--- config.mk ---
export PLATFORM = sky130hd
export DESIGN_NAME = rect_fill_engine
export DESIGN_NICKNAME = d
export VERILOG_FILES = /design/src/rtl/rect_fill_engine.sv
export SDC_FILE = /design/constraint.sdc
export NUM_CORES = 1
export LEC_CHECK = 0
export ABC_AREA = 1
export ABC_CLOCK_PERIOD_IN_PS = 2700
export CAP_MARGIN = 20
export CORE_UTILIZATION = 54
export DETAILED_ROUTE_END_ITERATION = 10
export HOLD_SLACK_MARGIN = 0.02
export PLACE_DENSITY = 0.8
export SLEW_MARGIN = 10
export SYNTH_ARGS = -nofsm -noshare
export SYNTH_HDL_FRONTEND = slang
export SYNTH_SLANG_ARGS = --single-unit
export TNS_END_PERCENT = 20
--- constraint.sdc ---
create_clock -name clk -period 2.7 [get_ports clk]
set_input_delay 0.675 -clock clk [delete_from_list [all_inputs] [get_ports clk]]
set_output_delay 0.675 -clock clk [all_outputs]
set_load 0.05 [all_outputs]
--- src/rtl/rect_fill_engine.sv ---
// rect_fill_engine: fills an inclusive rectangle, clipped to the screen, with
// one pixel write per cycle in raster order (left to right, top to bottom).
//
// Optional feature: define RECT_FILL_PATTERN_EN to add colour_b/pattern
// inputs. When pattern is latched high, pixels whose x/y parities differ
// take colour_b. This gives a checkerboard tied to absolute screen position.
//
// Ports:
//   clk, reset           clock, asynchronous active-high reset
//   start                request a fill (accepted only when idle)
//   x0,y0,x1,y1          inclusive rectangle corners
//   colour_in            fill colour
//   colour_b, pattern    (RECT_FILL_PATTERN_EN only) second colour, checker enable
//   stall                downstream not accepting; hold the current pixel
//   x_out,y_out          current pixel coordinate
//   colour_out           current pixel colour
//   plot                 pixel write strobe
//   busy                 operation in progress
//   done                 one-cycle completion pulse
module rect_fill_engine #(
    parameter int X_W      = 8,
    parameter int Y_W      = 7,
    parameter int COLOUR_W = 3,
    parameter int SCREEN_W = 160,
    parameter int SCREEN_H = 120
) (
    input  logic                clk,
    input  logic                reset,
    input  logic                start,
    input  logic [X_W-1:0]      x0,
    input  logic [Y_W-1:0]      y0,
    input  logic [X_W-1:0]      x1,
    input  logic [Y_W-1:0]      y1,
    input  logic [COLOUR_W-1:0] colour_in,
`ifdef RECT_FILL_PATTERN_EN
    input  logic [COLOUR_W-1:0] colour_b,
    input  logic                pattern,
`endif
    input  logic                stall,
    output logic [X_W-1:0]      x_out,
    output logic [Y_W-1:0]      y_out,
    output logic [COLOUR_W-1:0] colour_out,
    output logic                plot,
    output logic                busy,
    output logic                done
);
    typedef enum logic [1:0] {IDLE, SETUP, FILL, DONE} state_t;

    localparam logic [X_W-1:0] X_MAX = X_W'(SCREEN_W - 1);
    localparam logic [Y_W-1:0] Y_MAX = Y_W'(SCREEN_H - 1);

    state_t              state;
    logic [X_W-1:0]      lx0, lx1, xe, cx;
    logic [Y_W-1:0]      ly0, ly1, ye, cy;
    logic [COLOUR_W-1:0] col;

    // Clip the latched corners; evaluated during SETUP only.
    logic [X_W-1:0] xe_c;
    logic [Y_W-1:0] ye_c;
    logic           empty_c;

    always_comb begin
        xe_c    = (lx1 > X_MAX) ? X_MAX : lx1;
        ye_c    = (ly1 > Y_MAX) ? Y_MAX : ly1;
        // Off-screen origins are tested at 32 bits so a screen size equal to
        // 2**X_W or 2**Y_W still works.
        empty_c = (lx0 > xe_c) || (ly0 > ye_c) ||
                  (32'(lx0) >= 32'(SCREEN_W)) || (32'(ly0) >= 32'(SCREEN_H));
    end

`ifdef RECT_FILL_PATTERN_EN
    logic [COLOUR_W-1:0] colb;
    logic                pat;
`endif

    always_ff @(posedge clk or posedge reset) begin
        if (reset) begin
            state <= IDLE;
            lx0   <= '0;
            lx1   <= '0;
            ly0   <= '0;
            ly1   <= '0;
            xe    <= '0;
            ye    <= '0;
            cx    <= '0;
            cy    <= '0;
            col   <= '0;
            busy  <= 1'b0;
            done  <= 1'b0;
`ifdef RECT_FILL_PATTERN_EN
            colb  <= '0;
            pat   <= 1'b0;
`endif
        end else begin
            case (state)
                IDLE: begin
                    done <= 1'b0;
                    if (start) begin
                        lx0   <= x0;
                        ly0   <= y0;
                        lx1   <= x1;
                        ly1   <= y1;
                        col   <= colour_in;
`ifdef RECT_FILL_PATTERN_EN
                        colb  <= colour_b;
                        pat   <= pattern;
`endif
                        busy  <= 1'b1;
                        state <= SETUP;
                    end
                end
                SETUP: begin
                    xe <= xe_c;
                    ye <= ye_c;
                    if (empty_c) begin
                        done  <= 1'b1;
                        state <= DONE;
                    end else begin
                        cx    <= lx0;
                        cy    <= ly0;
                        state <= FILL;
                    end
                end
                FILL: begin
                    if (!stall) begin
                        if (cx == xe && cy == ye) begin
                            done  <= 1'b1;
                            state <= DONE;
                        end else if (cx == xe) begin
                            cx <= lx0;
                            cy <= cy + 1'b1;
                        end else begin
                            cx <= cx + 1'b1;
                        end
                    end
                end
                DONE: begin
                    done  <= 1'b0;
                    busy  <= 1'b0;
                    state <= IDLE;
                end
                default: state <= IDLE;
            endcase
        end
    end

    // Strobe is combinational so a stall suppresses the write in the same cycle.
    assign plot  = (state == FILL) && !stall;
    assign x_out = cx;
    assign y_out = cy;

`ifdef RECT_FILL_PATTERN_EN
    assign colour_out = (pat && (cx[0] ^ cy[0])) ? colb : col;
`else
    assign colour_out = col;
`endif

endmodule

==> results.cfg <==
[routing]
num_vias = 3205
firstDrtPassIters = 9
viasPerCell = 5.32
detail_route.iter0.violations = 179
ant_nets = 0
wl_per_cell_um = 13.8
drt_wl_total_mm = 8.32
drc = 2

[grt]
track_usage_pct = 24.9
grt_max_degree = 68
grt_antenna_before_repair = 0
grt_overflow = 0
grt_pass1_wl_mm = 14.3
grt_pass1_vias = 3098

[clocking]
clk_path_buf_depth = 2
cts.sinks = 67
cts_tree = yes
path_clk_slew_ns = 0.07
cts_buffers = 9
cts_hold_buf = 0
clk_latency_ns = 0.35
htree_levels = 3
cts_root_buf = clkbuf_8

[cells_and_area]
layout_commonest_cell = nand2_1
stdcell_count = 603
syn_to_final_growth_pct = 23.2
drive_above_1_share_pct = 9.56
n_antenna_cell = 0
final_core_util_pct = 68.7
final_cell_mix = 175 x nand2_1, 67 x dfrtp_1, 56 x clkdlybuf4s50_1
final_nets = 575

[timing]
layout_min_cycle_time_ns = 2.47
worstMarginPinSlew_ns = 0.647
period_share_pct = 91.6
holdWs_ns = 0.484
finalMaxSlewViolations = 0
clock.fmax_ghz = 0.404
setup_viol = 0
rsz0062_at_grt = false
finalSetupTns_ns = 0
hold_viol_final = 0
skew_ns = 0.00631
relSlewSlack_pct = 56.8

[yosys]
synthesis.nets = 517
synth_seq_cells = 67
syn_avg_cell_area_um2 = 8.18
synthesis.area_um2 = 3760
synthTopCellsByArea = dfrtp_1 45%, nand2_1 17%, ha_1 6.6%
synth_top_area_cell = dfrtp_1
yosysSeqAreaShare_pct = 44.5
synth_cells = 460
netlist.area_leader.share_pct = 44.5
synth.distinct_cells = 39
synth_warnings = 0

[place]
io_buffers = 57
place_congestion = 0.842
dp_cells = 587
hpwl_mm = 6.00

[run_status]
status = finished with violations
violations = DRC

[pwr]
ir_drop_mv = 0.593
p_total_w = 0.00629
p_comb_share_pct = 55.4
clkPwrFrac_pct = 13.6
p_leak_nw = 2.27
internal_power_w = 0.00323
p_per_area_nw_per_um2 = 1360
pwr-share-seq_pct = 31.0
swShare_pct = 48.7
p_sw_w = 0.00307

[min_path]
min_path_type = reg -> reg

[setup_path]
crit_top_cell = inv_1
critPathArrivalTime_ns = 1.80
crit_required_ns = 2.03
cp_num_buf_inv = 3
cp-end-kind = output pin
critPathSlowestCell = dfrtp_1
crit_family = buffers and inverters
path_max_fanout = 14
cpPeakStageDelay_ns = 0.43
critPathKind = reg -> out
worst_setup_path_start_kind = flop
worstPathCellList = inv_1 -> ha_2 -> inv_1 -> nor2_1 -> buf_12

[floorplan]
die_width_um = 85.5
fp.dieArea_um2 = 7310
die_h_um = 85.5
rows = 30
io_pins = 58
core_area_um2 = 6760
start_util_pct = 55.7

[job]
drv_cap = 0
==> synth_stat cells <==
cell type    n
nand3_4      3
clkbuf_2     1
buf_2        1
ha_1        20
nand4_2      1
clkbuf_1     9
inv_4        1
a21oi_1      6
nand2_8      1
or2_0        1
or2_1        2
nor3_2       1
inv_2        3
o21ai_1      1
nor3_4       1
nand2_4      1
nor2_4       1
buf_6        2
buf_1        1
nand2_2      5
dfrtp_1     67
o21a_1       1
a211oi_1     1
buf_4        1
a21oi_2      2
nand3b_1     4
xor2_1      12
xnor2_1     11
nand3_1     10
a31oi_1      1
nand4_1     19
o21ai_0     44
nand2_1    175
nor2_1      14
inv_1       30
nor2_2       1
or2_2        3
nor3b_1      1
nand3_2      1
==> kinds of logic after synthesis <==
logic type / after synthesis / synth area share, %
AND/OR/NAND/NOR: 245 / 30.1
XOR/XNOR: 23 / 5.35
flip-flops: 67 / 44.5
buffers and inverters: 49 / 5.52
AO/OA/AOI/OAI: 56 / 7.81
adder cells (fa/ha/maj): 20 / 6.65
==> layout make-up <==
type,count,area [um^2]
clock buffers,10,138
fillers,547,2120
clock inverters,6,65.1
repair buffers,62,643
well taps,80,100
inverters,34,130
flip-flops and latches,67,1680
multi-input cells,344,1890
==> path summary, 6_finish.rpt <==
check | from | endpoint | slack (ns) | cells past startpoint
max reg2reg | lx1[5]$_DFFE_PP0P_ | x_out[2]$_DFFE_PP0P_ | 0.36 | 16
max | state[0]$_DFFE_PP0P_ | plot | 0.23 | 5
max in group asynchronous | reset | x_out[0]$_DFFE_PP0P_ | 1.71 | 3
min in group asynchronous | reset | xe[6]$_DFFE_PP0P_ | 0.72 | 3
min reg2reg | done$_DFFE_PP0P_ | done$_DFFE_PP0P_ | 0.48 | 2
min | done$_DFFE_PP0P_ | done$_DFFE_PP0P_ | 0.48 | 2
==> tightest hold or removal path: stages, from the launching register on <==
cell and delay [ns]:
dfrtp_1 0.35, nand2_1 0.06, nand2_1 0.05
==> flip-flops by register name, indices dropped and copies added (netlist names) <==
name	cells
ye	7
ly1	7
state	2
ly0	7
x_out	8
done	1
colour_out	3
lx1	8
y_out	7
busy	1
lx0	8
xe	8
==> power by group through the flow <==
stage | Combinational (W) | Clock, W | Sequential [W]
detailed placement | 0.00344 | 0 | 0.00195
global placement | 0.00331 | 0 | 0.00194
finish | 0.00348 | 0.000855 | 0.00195
CTS | 0.00348 | 0.000868 | 0.00194
floorplan | 0.00223 | 0 | 0.00226
global route | 0.00390 | 0.000919 | 0.00201
==> metrics by stage <==
stage               worst slack, ns  area (um^2)
floorplan                     0.299         3760
global placement              0.374         4430
detailed placement            0.272         4430
CTS                          0.0704         4630
global route                 0.0510         4640
finish                        0.227         4640
==> what timing repair did <==
item | CTS | global route
endpoints found under the hold margin | 0 | 0
gates resized for setup | 0 | 2
endpoints found under the setup margin | 0 | 16
setup buffers | 0 | 0
==> layer usage <==
| metal | part of all wire (%) | GRT usage (%) | vias up |
|---|---|---|---|
| li1 | - | - | 1604 |
| met1 | 47 | 34.2 | 1488 |
| met2 | 46 | 38.7 | 95 |
| met3 | 4.1 | 5.00 | 18 |
| met4 | 2.7 | 10.5 | 0 |
| met5 | 0 | 0 | - |
(Power assumes the default switching activity.)
